File: src/rtl/eco32f_scoreboard.sv
// Per-register pending-result scoreboard beside decode; drives the ID->EX bubble.
// Optional WAW ordering check enabled by defining ECO32F_SB_WAW_EN.
module eco32f_scoreboard #(
    parameter int NREGS = 32,
    parameter int AW    = 5,
    parameter int LAT_W = 3
) (
    input  logic             clk,
    input  logic             rst_n,
    input  logic             id_valid,
    input  logic             id_stall,
    input  logic             id_flush,
    input  logic             pipe_stall,
    input  logic [AW-1:0]    id_rf_x_addr,
    input  logic             id_rf_x_used,
    input  logic [AW-1:0]    id_rf_y_addr,
    input  logic             id_rf_y_used,
    input  logic [AW-1:0]    id_rf_r_addr,
    input  logic             id_rf_r_we,
    input  logic [LAT_W-1:0] id_lat,
    input  logic             wb_long_valid,
    input  logic [AW-1:0]    wb_long_addr,
    output logic             id_bubble,
    output logic [NREGS-1:0] sb_busy
);

    localparam logic [LAT_W-1:0] LONG = '1;
    localparam logic [LAT_W-1:0] ONE  = LAT_W'(1);

    logic [LAT_W-1:0] cnt_q [NREGS];
    logic [LAT_W-1:0] cnt_d [NREGS];

    logic hz_x, hz_y, hz_waw, hazard, issue, alloc;

    // A counter at 1 is covered by the EX forward path, so only values >1 stall a reader.
    always_comb begin
        hz_x   = 1'b0;
        hz_y   = 1'b0;
        hz_waw = 1'b0;
        for (int unsigned r = 1; r < NREGS; r++) begin
            if (id_rf_x_addr == AW'(r) && cnt_q[r] > ONE) hz_x = 1'b1;
            if (id_rf_y_addr == AW'(r) && cnt_q[r] > ONE) hz_y = 1'b1;
`ifdef ECO32F_SB_WAW_EN
            if (id_rf_r_addr == AW'(r) && cnt_q[r] != '0 &&
                (cnt_q[r] == LONG || cnt_q[r] > id_lat)) hz_waw = 1'b1;
`endif
        end
        hazard    = (id_rf_x_used & hz_x) | (id_rf_y_used & hz_y) | (id_rf_r_we & hz_waw);
        id_bubble = id_valid & ~id_flush & hazard;
        issue     = id_valid & ~id_stall & ~id_flush & ~id_bubble;
        alloc     = issue & id_rf_r_we & (id_lat != '0);
    end

    // Later assignments win: allocate over release over drain.
    always_comb begin
        cnt_d[0] = '0;
        for (int unsigned r = 1; r < NREGS; r++) begin
            cnt_d[r] = cnt_q[r];
            if (!pipe_stall && cnt_q[r] != '0 && cnt_q[r] != LONG)
                cnt_d[r] = cnt_q[r] - ONE;
            if (wb_long_valid && wb_long_addr == AW'(r) && cnt_q[r] == LONG)
                cnt_d[r] = '0;
            if (alloc && id_rf_r_addr == AW'(r))
                cnt_d[r] = id_lat;
        end
    end

    always_ff @(posedge clk or negedge rst_n) begin
        if (!rst_n) begin
            for (int unsigned r = 0; r < NREGS; r++) cnt_q[r] <= '0;
        end else begin
            for (int unsigned r = 0; r < NREGS; r++) cnt_q[r] <= cnt_d[r];
        end
    end

    always_comb begin
        sb_busy = '0;
        for (int unsigned r = 1; r < NREGS; r++) sb_busy[r] = (cnt_q[r] != '0);
    end

endmodule

File: config.mk
export PLATFORM = sky130hd
export DESIGN_NAME = eco32f_scoreboard
export DESIGN_NICKNAME = d
export VERILOG_FILES = /design/src/rtl/eco32f_scoreboard.sv
export SDC_FILE = /design/constraint.sdc
export NUM_CORES = 1
export LEC_CHECK = 0
export BUFFER_PORTS_ARGS = -buffer_cell sky130_fd_sc_hd__buf_2
export CAP_MARGIN = 20
export CORE_MARGIN = 3
export CORE_UTILIZATION = 28
export DETAILED_ROUTE_END_ITERATION = 12
export PLACE_DENSITY = 0.53
export RECOVER_POWER = 25
export SLEW_MARGIN = 20
export SYNTH_ARGS = -nofsm -noshare
export SYNTH_HDL_FRONTEND = slang
export SYNTH_SLANG_ARGS = --single-unit
File: constraint.sdc
create_clock -name clk -period 2.8 [get_ports clk]
set_input_delay 0.42 -clock clk [delete_from_list [all_inputs] [get_ports clk]]
set_output_delay 0.42 -clock clk [all_outputs]
set_load 0.05 [all_outputs]
Yosys cells after proc, flatten, opt, wreduce, memory -nomap -nowiden
Index checks and enable logic that the tools add are counted.
Widths: inputs -> output; s select.
{ "classes": {"addsub": 31, "magnitude_cmp": 31, "n_eq_ne": 186, "muxes": 155, "bitwise": 13, "n_reduce_logical": 281} }
{ "op_table": {"columns": ["cell", "count"], "rows": [
  ["$eq 5x5->1 const B", 64],
  ["$mux 3", 93],
  ["$logic_and 1x1->1", 217],
  ["$reduce_bool 3->1", 63],
  ["$eq 5x4->1 const B", 32],
  ["$eq 3x3->1 const B", 31],
  ["$gt 3x1->1 const B", 31],
  ["$ne 3x3->1 const B", 31],
  ["$sub 3x1->3 const B", 31],
  ["$eq 5x3->1 const B", 16],
  ["$mux 1", 62],
  ["$eq 5x2->1 const B", 8],
  ["$eq 5x1->1 const B", 4],
  ["$and 1x1->1", 9],
  ["$not 1->1", 3],
  ["$logic_not 1->1", 1],
  ["$or 1x1->1", 1]
]} }
{ "totals": {"reg_bits": 93, "input_bits": 33, "output_inout_bits": 33, "word_cells": 728} }

Longest topological paths before layout
Gate-level depths: netlist (run 1).
{ "depth": {"word_depth": 42, "ltp_mapped": 11, "ltp_nobuf": 10} }

Least setup slack after synthesis (run 1)
OpenSTA, ideal clock, no wires.
{ "synth_timing": {"path_type": "register to output", "start": "register cnt_q[66] (netlist bit)", "end": "output port id_bubble", "arrival_time_ps": 2817, "required_time_ps": 2380, "setup_slack_ps": -437, "path_stages_with_launch": 10, "n_path_buf": 1, "path_cell_list": "dfrtp_1 ha_1 o21ba_1 nor2_1 a2111oi_0 o41ai_2 a41oi_1 clkbuf_1 nor3_1 nor2_1"} }
{ "synth_via": {"elab_chain_cells": 28, "elab_cells_between_ends": 53, "classes_between": "order compare: 1; mux: 46; bitwise: 4; reduce/logical: 2"} }
{ "synth_rtl": {"columns": ["element", "line_no", "rtl"], "rows": [
  ["start: declaration", "30", "logic [LAT_W-1:0] cnt_q [NREGS];"],
  ["$gt 3x1->1 *", "41, 42", null],
  ["$logic_and 1x1->1 (on tied branches)", "41, 42", null],
  ["$mux 1 (on tied branches) (23 in a row)", "41, 42", null],
  ["$and 1x1->1", "48", "hazard = (id_rf_x_used & hz_x) | (id_rf_y_used & hz_y) | (id_rf_r_we & hz_waw);"],
  ["$or 1x1->1 *", "48", null],
  ["$and 1x1->1 *", "49", "id_bubble = id_valid & ~id_flush & hazard;"],
  ["end: declaration", "23", "output logic id_bubble,"]
]} }
Mark *: on every way between the ends. The rest lies on a longest branch, timed or not.

Worst setup path after layout (run 1)
{ "layout_timing": {"start": "register cnt_q[79] (netlist bit)", "end": "output port id_bubble"} }
{ "layout_via": {"elab_chain_cells": 32, "elab_cells_between_ends": 61, "classes_between": "order compare: 1; mux: 54; bitwise: 4; reduce/logical: 2"} }
{ "layout_rtl": {"columns": ["element", "line_no"], "rows": [
  ["$gt 3x1->1 *", "41, 42"],
  ["$logic_and 1x1->1 (on tied branches)", "41, 42"],
  ["$mux 1 (on tied branches) (27 in a row)", "41, 42"],
  ["$and 1x1->1", "48"],
  ["$or 1x1->1 *", "48"],
  ["$and 1x1->1 *", "49"]
]} }
Marks and branches as above.

==> reports/qor.yml, run 1 <==
synthFlopType: "dfrtp_1"
drtIter0Drc: 571
critPathArrivalTime_ns: 2.60
grt_use_total_pct: 16.56
initial_core_util_pct: 28.74
yosys.cell_types.count: 64
num_io_pins: 66
cp-start-kind: "register"
antenna_found_initial: 3
cts-root-buf: "clkbuf_16"
post-synth-top-area-cell: "dfrtp_1"
clk_latency_ns: 0.36
die_area_mm2: 0.03597
setup_ws_ns: -0.2230
first_global_vias: 8527
synth.ff_latch_count: 93
gp_congestion: 0.9775
regMostFlops: "cnt_q"
cts.sinks: 93
drc: 0
largest_reg_flops: 93
drt_pass1_iterations: 5
port_buffers: 64
grt_max_degree: 50
wl_met3_um: 1237
postCtsHoldBufs: 0
clk_pin_slew_ns: 0.07
ys_seq_area_share_pct: 24.64
cts_tree: "yes"
rsz0062_at_grt: "true"
finalHoldViolations: 0
critPathCaptureType: "output port"
fin_crit_ns: 3.023
grt_remaining_overflow: 0
synthesis.area_mm2: 0.009445
clock_path_buffers: 2
vias: 8517
max_freq_mhz: 330.8
cts_made_buffers: 9
path_max_fanout: 3
yosysWarnings: 0
status: "finished, violations left"
synthArstFlopShare_pct: 100.0
avgSynthCellArea_um2: 8.861
powerDensity_mw_per_mm2: 1025
ir_worst_vdd_v: 0.0003673
core_mm2: 0.03287
finalSetupViolCount: 94
relSlewSlack_pct: 9.891
slew_viol_final: 0
mostFrequentLayoutCell: "buf_4"
layout.nets: 1437
leakage_nw: 5.906
wl_met1_um: 13840
hpwl_um: 22790
via_per_inst: 4.923
synth_edf_count: 0
fin_setup_tns_ns: -11.56
maxCapViolCount: 0
violations: "setup timing"
dr_wl_met2_um: 14090
fin_crit_sh_pct: 108.0
required_ns: 2.38
synthTopCellsByArea: "dfrtp_1 (25%), ha_1 (16%), mux2_4 (14%)"
syn-num-nets: 1222
routed.top_layer: "met5"
synthAdderAreaFrac_pct: 16.29
hp-class: "input port to async pin"
synth_mux_area_share_pct: 15.45
synthSimpleGateAreaFrac_pct: 24.16
die_w_um: 189.7
areaGrowthSynthToFinish_pct: 29.08
avgRoutedWirePerCell_um: 17.28
synthXorXnorAreaFrac_pct: 2.040
drive_above_1_share_pct: 34.79
routed_wl_um: 29900
syn_inst: 1066
reg_top3: "cnt_q: 93 flops"
worstSetupPathType: "register to output port"
ant_nets: 0
die_y_um: 189.7
num_rows: 66
worst_slew_pin_slew_ns: 1.352
fin_skew_ns: 0.007748
synth_top_family_by_area: "simple AND/OR/NAND/NOR gates"
grt_pass1_wl_um: 46480
synth_compound_area_share_pct: 11.62
synth_top_area_share_pct: 24.64
post-route-util_pct: 37.09
layout_common_cells: "buf_4 (169), ha_1 (118), nor2_1 (98)"
cts_max_level: 3
==> kinds of logic (layout without fill, tap and decap cells) <==
group,count (synthesis),in the layout
other,1,4
adders and majority gates,123,123
buffers and inverters,134,353
xor gates and xnor gates,22,22
AOI/OAI and AO/OA,157,157
muxes,99,99
and+or+nand+nor,437,437
DFF,93,93
==> final timing paths <==
check,start,end,slack [ns],cells after the start
max,cnt_q[79],id_bubble,-0.22,10
min,rst_n,cnt_q[39],0.36,1
max reg2reg,cnt_q[79],cnt_q[14],-0.14,10
min reg2reg,cnt_q[53],cnt_q[53],0.68,3
max in group asynchronous,rst_n,cnt_q[65],1.55,2
min in group clk,wb_long_addr[2],cnt_q[87],0.64,4
==> cell usage after synthesis (4+ instances only) <==
library cell / number
nand3_1: 54
a211oi_1: 37
mux2_1: 6
a31oi_1: 4
o31ai_1: 4
buf_4: 4
a21oi_1: 19
and3_1: 31
nand2b_1: 25
o21ai_0: 36
nand2_1: 96
nor3_1: 43
nor2b_1: 9
ha_1: 123
a21o_1: 8
o21ba_1: 5
nor4_1: 8
buf_1: 5
clkbuf_1: 29
o21bai_1: 8
o21ai_1: 5
mux2_4: 87
inv_1: 86
nand4_1: 11
or4_4: 29
nor2_1: 104
xnor2_1: 20
or2_2: 10
dfrtp_1: 93
mux2i_1: 4
==> layer usage <==
| layer | global-route usage [%] | up-vias |
|---|---|---|
| li1 | - | 4172 |
| met1 | 21.66 | 4117 |
| met2 | 27.61 | 185 |
| met3 | 3.372 | 41 |
| met4 | 4.976 | 2 |
| met5 | 0 | - |
==> metrics by stage <==
step / area [µm²] / std cells / total power [mW] / hold slack (ns) / setup slack [ns]
finish: 12190 / 1730 / 12.50 / 0.3616 / -0.2230
global route: 12190 / 1729 / 13.60 / 0.4731 / -0.3129
CTS: 12020 / 1723 / 12.38 / 0.1295 / -0.2038
detailed placement: 11470 / 1694 / 10.68 / 0.5137 / -0.2627
global placement: 11470 / 1694 / 10.55 / 0.4998 / -0.2263
floorplan: 9457 / 1066 / 7.865 / 0.1244 / 0.01032
==> where the power goes <==
group          switching [mW]  leakage (nW)  internal (mW)
clock                   0.538         0.152          0.801
combinational            4.19          4.68           4.38
sequential              0.537          1.08           2.05
==> what timing repair did <==
item,in CTS,in global routing
buffers inserted,17,4
pin swaps,17,17
cloned,0,0
gates resized for setup,39,35
setup endpoints to repair,94,95
==> final cells by class <==
class / instances / area, µm²
fillers: 3381 / 20670
clock buffers: 11 / 242.7
well taps: 442 / 553.0
flip-flops and latches: 93 / 2327
diodes: 3 / 7.507
inverters: 90 / 337.8
multi-input cells: 839 / 6813
repair buffers: 248 / 1838
clock inverters: 4 / 72.57
==> critical path, stage by stage, from the launching register on <==
cell,delay (ns)
dfrtp_1,0.38
buf_4,0.15
o21bai_2,0.17
nand2_1,0.08
mux4_2,0.47
nand3_2,0.08
a31o_4,0.16
a41oi_4,0.16
nor3_4,0.38
nor2_4,0.05
buf_8,0.15
No activity file was read; power rests on OpenSTA's default activity.
==> inputs of run 2 (changes only) <==
CORE_UTILIZATION = 40   (was 28)
PLACE_DENSITY = 0.65   (was 0.53)
clock period = 3.4 ns   (was 2.8 ns; I/O delays follow)
==> reports/qor.yml, run 2 (synthesized netlist as in run 1, its figures left out) <==
initial_core_util_pct: 41.22  # +12 points
worst-path-buf-inv: 2  # unchanged
grt_remaining_overflow: 0  # unchanged
gp_congestion: 1.022  # +4.6%
rr_startpoint: "cnt_q[43]"
path_max_fanout: 4  # +1
relSlewSlack_pct: -79.37  # -89 points
routed_wl_um: 26520  # -11%
postPlaceCellArea_mm2: 0.01009  # -12%
hold_slack_ns: 0.6640  # +0.3023 ns
drtIter0Drc: 673  # +18%
ir_worst_vdd_v: 0.0003929  # +7.0%
critPathArrivalTime_ns: 2.77  # +0.17 ns
violations: "capacitance limit, slew limit"
cts_tree: "yes"
clk_latency_ns: 0.37  # about the same
holdPathEnd: "cnt_q[74]"
regMostFlops: "cnt_q"
vias: 7920  # -7.0%
leakage_nw: 5.029  # -15%
critPathCaptureType: "output port"
layout.nets: 1268  # -12%
core_mm2: 0.02292  # -30%
clk_pin_slew_ns: 0.07  # about the same
critPathSlowestCell: "dfrtp_1"
cts-root-buf: "clkbuf_16"
grt_pass1_wl_um: 42500  # -8.6%
areaGrowthSynthToFinish_pct: 10.58
hold_depth: 3
fin_crit_sh_pct: 96.48
slew_viol_final: 47  # +47
drc: 0  # unchanged
startpoint: "cnt_q[88]"
num_rows: 55  # -17%
path_delay_family: "compound AO/OA/AOI/OAI gates"
drive_above_1_share_pct: 21.31  # -13 points
antenna_found_initial: 3  # unchanged
cp_cell_sequence: "inv_1 > ha_1 > o21ai_1 > nor2_1 > a2111o_1 > a31o_2 > a41oi_4 > nor3_4 > nor2_1 > buf_2"
crit_top_cell: "nor2_1"
hpwl_um: 19860  # -13%
final_area_mm2: 0.01045  # -14%
mostFrequentLayoutCell: "ha_1"
r2r_cells: 11  # +1
clock_path_buffers: 2  # unchanged
cp.depth: 10  # unchanged
die_area_mm2: 0.02549  # -29%
status: "finished, violations left"
maxCapViolCount: 1  # +1
first_global_vias: 7712  # -9.6%
hp-class: "register to register"
die_y_um: 159.7  # -16%
drt_pass1_iterations: 5  # unchanged
rsz0062_at_grt: "false"
num_io_pins: 66  # unchanged
cp-start-kind: "register"
worst_slew_pin_slew_ns: 2.691  # +1.339 ns
max_freq_mhz: 304.8
cts_max_level: 3  # unchanged
required_ns: 2.89  # +0.51 ns
worstSetupPathType: "register to output port"
avgRoutedWirePerCell_um: 18.53  # +7.2%
fin_setup_tns_ns: 0  # +11.56 ns
finalHoldViolations: 0  # unchanged
via_per_inst: 5.535  # +12%
die_w_um: 159.7  # -16%
critPathMaxStageDelay_ns: 0.40  # -0.07 ns
layout_common_cells: "ha_1 (123), nor2_1 (102), nand2_1 (96)"
min_from: "cnt_q[74]"
cts_made_buffers: 9  # unchanged
postCtsHoldBufs: 0  # unchanged
port_buffers: 64  # unchanged
grt_max_degree: 48  # -4.0%
grt_use_total_pct: 20.85  # +4.3 points
finalSetupViolCount: 0  # -100%
post-route-util_pct: 45.58  # +8.5 points
rrSetupSlack_ns: 0.26  # +0.40 ns
powerDensity_mw_per_mm2: 846.4  # -17%
reg_top3: "cnt_q: 93 flops"
cts.sinks: 93  # unchanged
ant_nets: 0  # unchanged
largest_reg_flops: 93  # unchanged
fin_crit_ns: 3.280
fin_skew_ns: 0.01084  # +0.003091 ns
rr_endpoint: "cnt_q[20]"
==> run 2: changes by cell type in the layout (fill, tap and decap cells not counted), sizes merged <==
cell,delta
inv,+1
clkinvlp,+1
clkinv,+1
buf,-169
clkbuf,-2
diode,-2
==> run 2: worst register-to-register path, delay by kind of cell (launching register included) <==
| kind | cells | cell delay, ns |
|---|---|---|
| simple gates | 4 | 1.13 |
| mux | 2 | 0.63 |
| flops | 1 | 0.40 |
| buf+inv | 2 | 0.38 |
| compound gates | 2 | 0.33 |
| fa+ha+maj | 1 | 0.15 |
==> run 2: per-layer routing <==
layer	vias to the layer above	global-route usage (%)	routed length, µm
met5	-	0	27
met4	4	6.645	577
met3	41	3.217	1502
met2	236	34.16	12430
met1	3796	28.29	11980
li1	3843	-	-
==> run 2: worst max path at each step <==
stage,to,slack (ns)
floorplan,id_bubble,0.07
global placement,cnt_q[18],0.28
detailed placement,cnt_q[20],0.23
CTS,id_bubble,0.06
global route,id_bubble,0.01
finish,id_bubble,0.12
==> run 2: what timing repair did <==
action / 4_1_cts / 5_1_grt
setup buffers: 1 / 0
gates resized for setup: 3 / 7
pin swaps: 1 / 1
endpoints found under the setup margin: 1 / 1
==> run 2: report_power, final <==
part	switching, mW	internal, mW
clock network	0.486	0.647
logic	2.91	2.51
registers	0.604	1.69
total	4.00	4.84
==> run 2: stage by stage <==
step | worst slack (ns) | power (mW) | instances
after floorplan | 0.07306 | 6.472 | 1066
after detailed placement | 0.2317 | 7.662 | 1413
final | 0.1196 | 8.840 | 1431
after global placement | 0.2812 | 7.517 | 1413
after global routing | 0.01244 | 9.634 | 1431
after CTS | 0.06192 | 8.841 | 1430
==> run 2: cell type report <==
type                            instances  area, µm²
Fill cell                            2195      12470
Multi-Input combinational cell        839       6619
Sequential cell                        93       2327
Timing Repair Buffer                   79      444.2
Tap cell                              313      391.6
Inverter                               90      337.8
Clock buffer                            9      225.2
Clock inverter                          7      97.59
Antenna cell                            1      2.502
==> inputs of run 3 (changes only) <==
CORE_UTILIZATION = 45   (was 40)
CTS_CLUSTER_DIAMETER = 30   (was unset)
PLACE_DENSITY = 0.7   (was 0.65)
==> reports/qor.yml, run 3 (synthesized netlist as in run 1, its figures left out) <==
gp_congestion: 0.9284  # -9.2%
violations: "capacitance limit, slew limit"
drive_above_1_share_pct: 21.15  # -0.16 points
layout.nets: 1267  # -0.079%
first_global_vias: 7509  # -2.6%
port_buffers: 64  # unchanged
hold_slack_ns: 0.6804  # +0.01648 ns
vias: 8025  # +1.3%
post-route-util_pct: 50.64  # +5.1 points
cts.sinks: 93  # unchanged
final_cells: 1386  # -3.1%
required_ns: 2.89  # about the same
grt_most_used_layer: "met2"
use_met1_pct: 31.67  # +3.4 points
slew_viol_final: 44  # -6.4%
layout_common_cells: "ha_1 (123), nor2_1 (104), nand2_1 (96)"
antenna_found_initial: 1  # -2
cts_tree: "yes"
worst_slew_pin_slew_ns: 2.646  # -0.04490 ns
holdPathEnd: "cnt_q[74]"
leakage_nw: 5.019  # -0.20%
max_freq_mhz: 300.9  # -1.3%
cts-root-buf: "clkbuf_16"
worstSetupPathType: "register to output port"
hold_depth: 3  # unchanged
grt_use_total_pct: 23.54  # +2.7 points
maxCapViolCount: 1  # unchanged
die_y_um: 150.9  # -5.5%
r2r_cells: 10  # -1
status: "finished, violations left"
reg_top3: "cnt_q: 93 flops"
grt_pass1_wl_um: 41410  # -2.6%
min_from: "cnt_q[74]"
critPathArrivalTime_ns: 2.81  # +0.04 ns
cts_max_level: 3  # unchanged
avgRoutedWirePerCell_um: 19.31  # +4.2%
multi_input_area_mm2: 0.006620  # about the same
die_w_um: 150.9  # -5.5%
hp-class: "register to register"
finalSetupViolCount: 0  # unchanged
powerDensity_mw_per_mm2: 847.8  # +0.16%
clock_path_buffers: 2  # unchanged
grt_remaining_overflow: 0  # unchanged
drtIter0Drc: 656  # -2.5%
hpwl_um: 19550  # -1.6%
dp_cells: 1370  # -3.0%
rr_startpoint: "cnt_q[73]"
met2_usage_pct: 37.60  # +3.4 points
areaGrowthSynthToFinish_pct: 9.524
mostFrequentLayoutCell: "ha_1"
postCtsHoldBufs: 0  # unchanged
clk_latency_ns: 0.36  # about the same
rrSetupSlack_ns: 0.15  # -0.11 ns
cts_made_buffers: 9  # unchanged
largest_reg_flops: 93  # unchanged
num_io_pins: 66  # unchanged
core_mm2: 0.02043  # -11%
clk_pin_slew_ns: 0.06  # about the same
rr_endpoint: "cnt_q[19]"
via_per_inst: 5.790  # +4.6%
fin_crit_ns: 3.324  # +0.04319 ns
regArea_mm2: 0.002327  # unchanged
diodes: 0  # -1
ant_nets: 0  # unchanged
startpoint: "cnt_q[73]"
num_rows: 52  # -5.5%
fin_skew_ns: 0.01024  # -0.0005959 ns
regMostFlops: "cnt_q"
drc: 0  # unchanged
path_max_fanout: 4  # unchanged
fin_crit_sh_pct: 97.75  # +1.3 points
initial_core_util_pct: 46.23  # +5.0 points
die_area_mm2: 0.02276  # -11%
grt_max_degree: 51  # +6.3%
drt_pass1_iterations: 6  # +1
met3_usage_pct: 4.309  # +1.1 points
ir_worst_vdd_v: 0.0003034  # -23%
relSlewSlack_pct: -76.38  # +3.0 points
p_total_mw: 8.770  # -0.80%
num-fill-cells: 1917  # -13%
critPathCaptureType: "output port"
routed_wl_um: 26760  # +0.92%
finalHoldViolations: 0  # unchanged
cp-start-kind: "register"
-- run 3: changes by cell type in the layout (fill, tap and decap cells not counted), moves of 2 or more --
cell,previous run,this run
bufinv_16,2,0
nor2_1,102,104
o21ai_1,8,6
clkbuf_8,0,2
clkinv_2,1,3
o21ai_0,33,35
nor2_2,2,0
clkinvlp_4,2,0
-- run 3: worst max path at each step --
stage | endpoint | slack [ns]
6_report | id_bubble | 0.08
3_3_place_gp | id_bubble | 0.26
5_1_grt | id_bubble | -0.01
3_5_place_dp | cnt_q[19] | 0.21
4_1_cts | id_bubble | 0.03
2_1_floorplan | id_bubble | 0.07
-- run 3: layer usage --
metal  wire, µm  vias up
li1           -     3834
met1      11870     3874
met2      12200      257
met3       1677       58
met4        996        2
met5          7        -
-- run 3: cell type report --
class,instances,share of cell area [%]
multi-input combinational,839,63.99
sequential,93,22.50
timing repair buffer,78,4.221
inverter,90,3.266
tap,270,3.266
clock buffer,11,2.443
clock inverter,5,0.3145
-- run 3: stage by stage --
step | TNS [ns] | worst slack, ns | area (µm²)
final | 0 | 0.07638 | 10340
after global routing | -0.01242 | -0.01242 | 10340
after CTS | 0 | 0.02796 | 10330
after detailed placement | 0 | 0.2132 | 10040
after global placement | 0 | 0.2635 | 10040
after floorplan | 0 | 0.07306 | 9445
-- run 3: worst max-delay path: stages (launching register included) --
cell and delay (ns):
dfrtp_1 0.38, inv_1 0.10, ha_1 0.18, o21ai_0 0.40, mux4_2 0.33, nand3_1 0.08
a31o_2 0.29, a41oi_4 0.25, nor3_4 0.10, nor2_1 0.09, buf_2 0.26
-- run 3: what timing repair did --
item | in CTS | in global routing
endpoints found under the setup margin | 1 | 1
setup buffers | 0 | 0
gates resized for setup | 1 | 6
-- run 3: report_power, final --
part	leakage, nW	switching [mW]	internal [mW]	total, mW
clock network	0.146	0.472	0.537	1.01
logic	3.79	2.95	2.51	5.46
registers	1.08	0.612	1.69	2.30
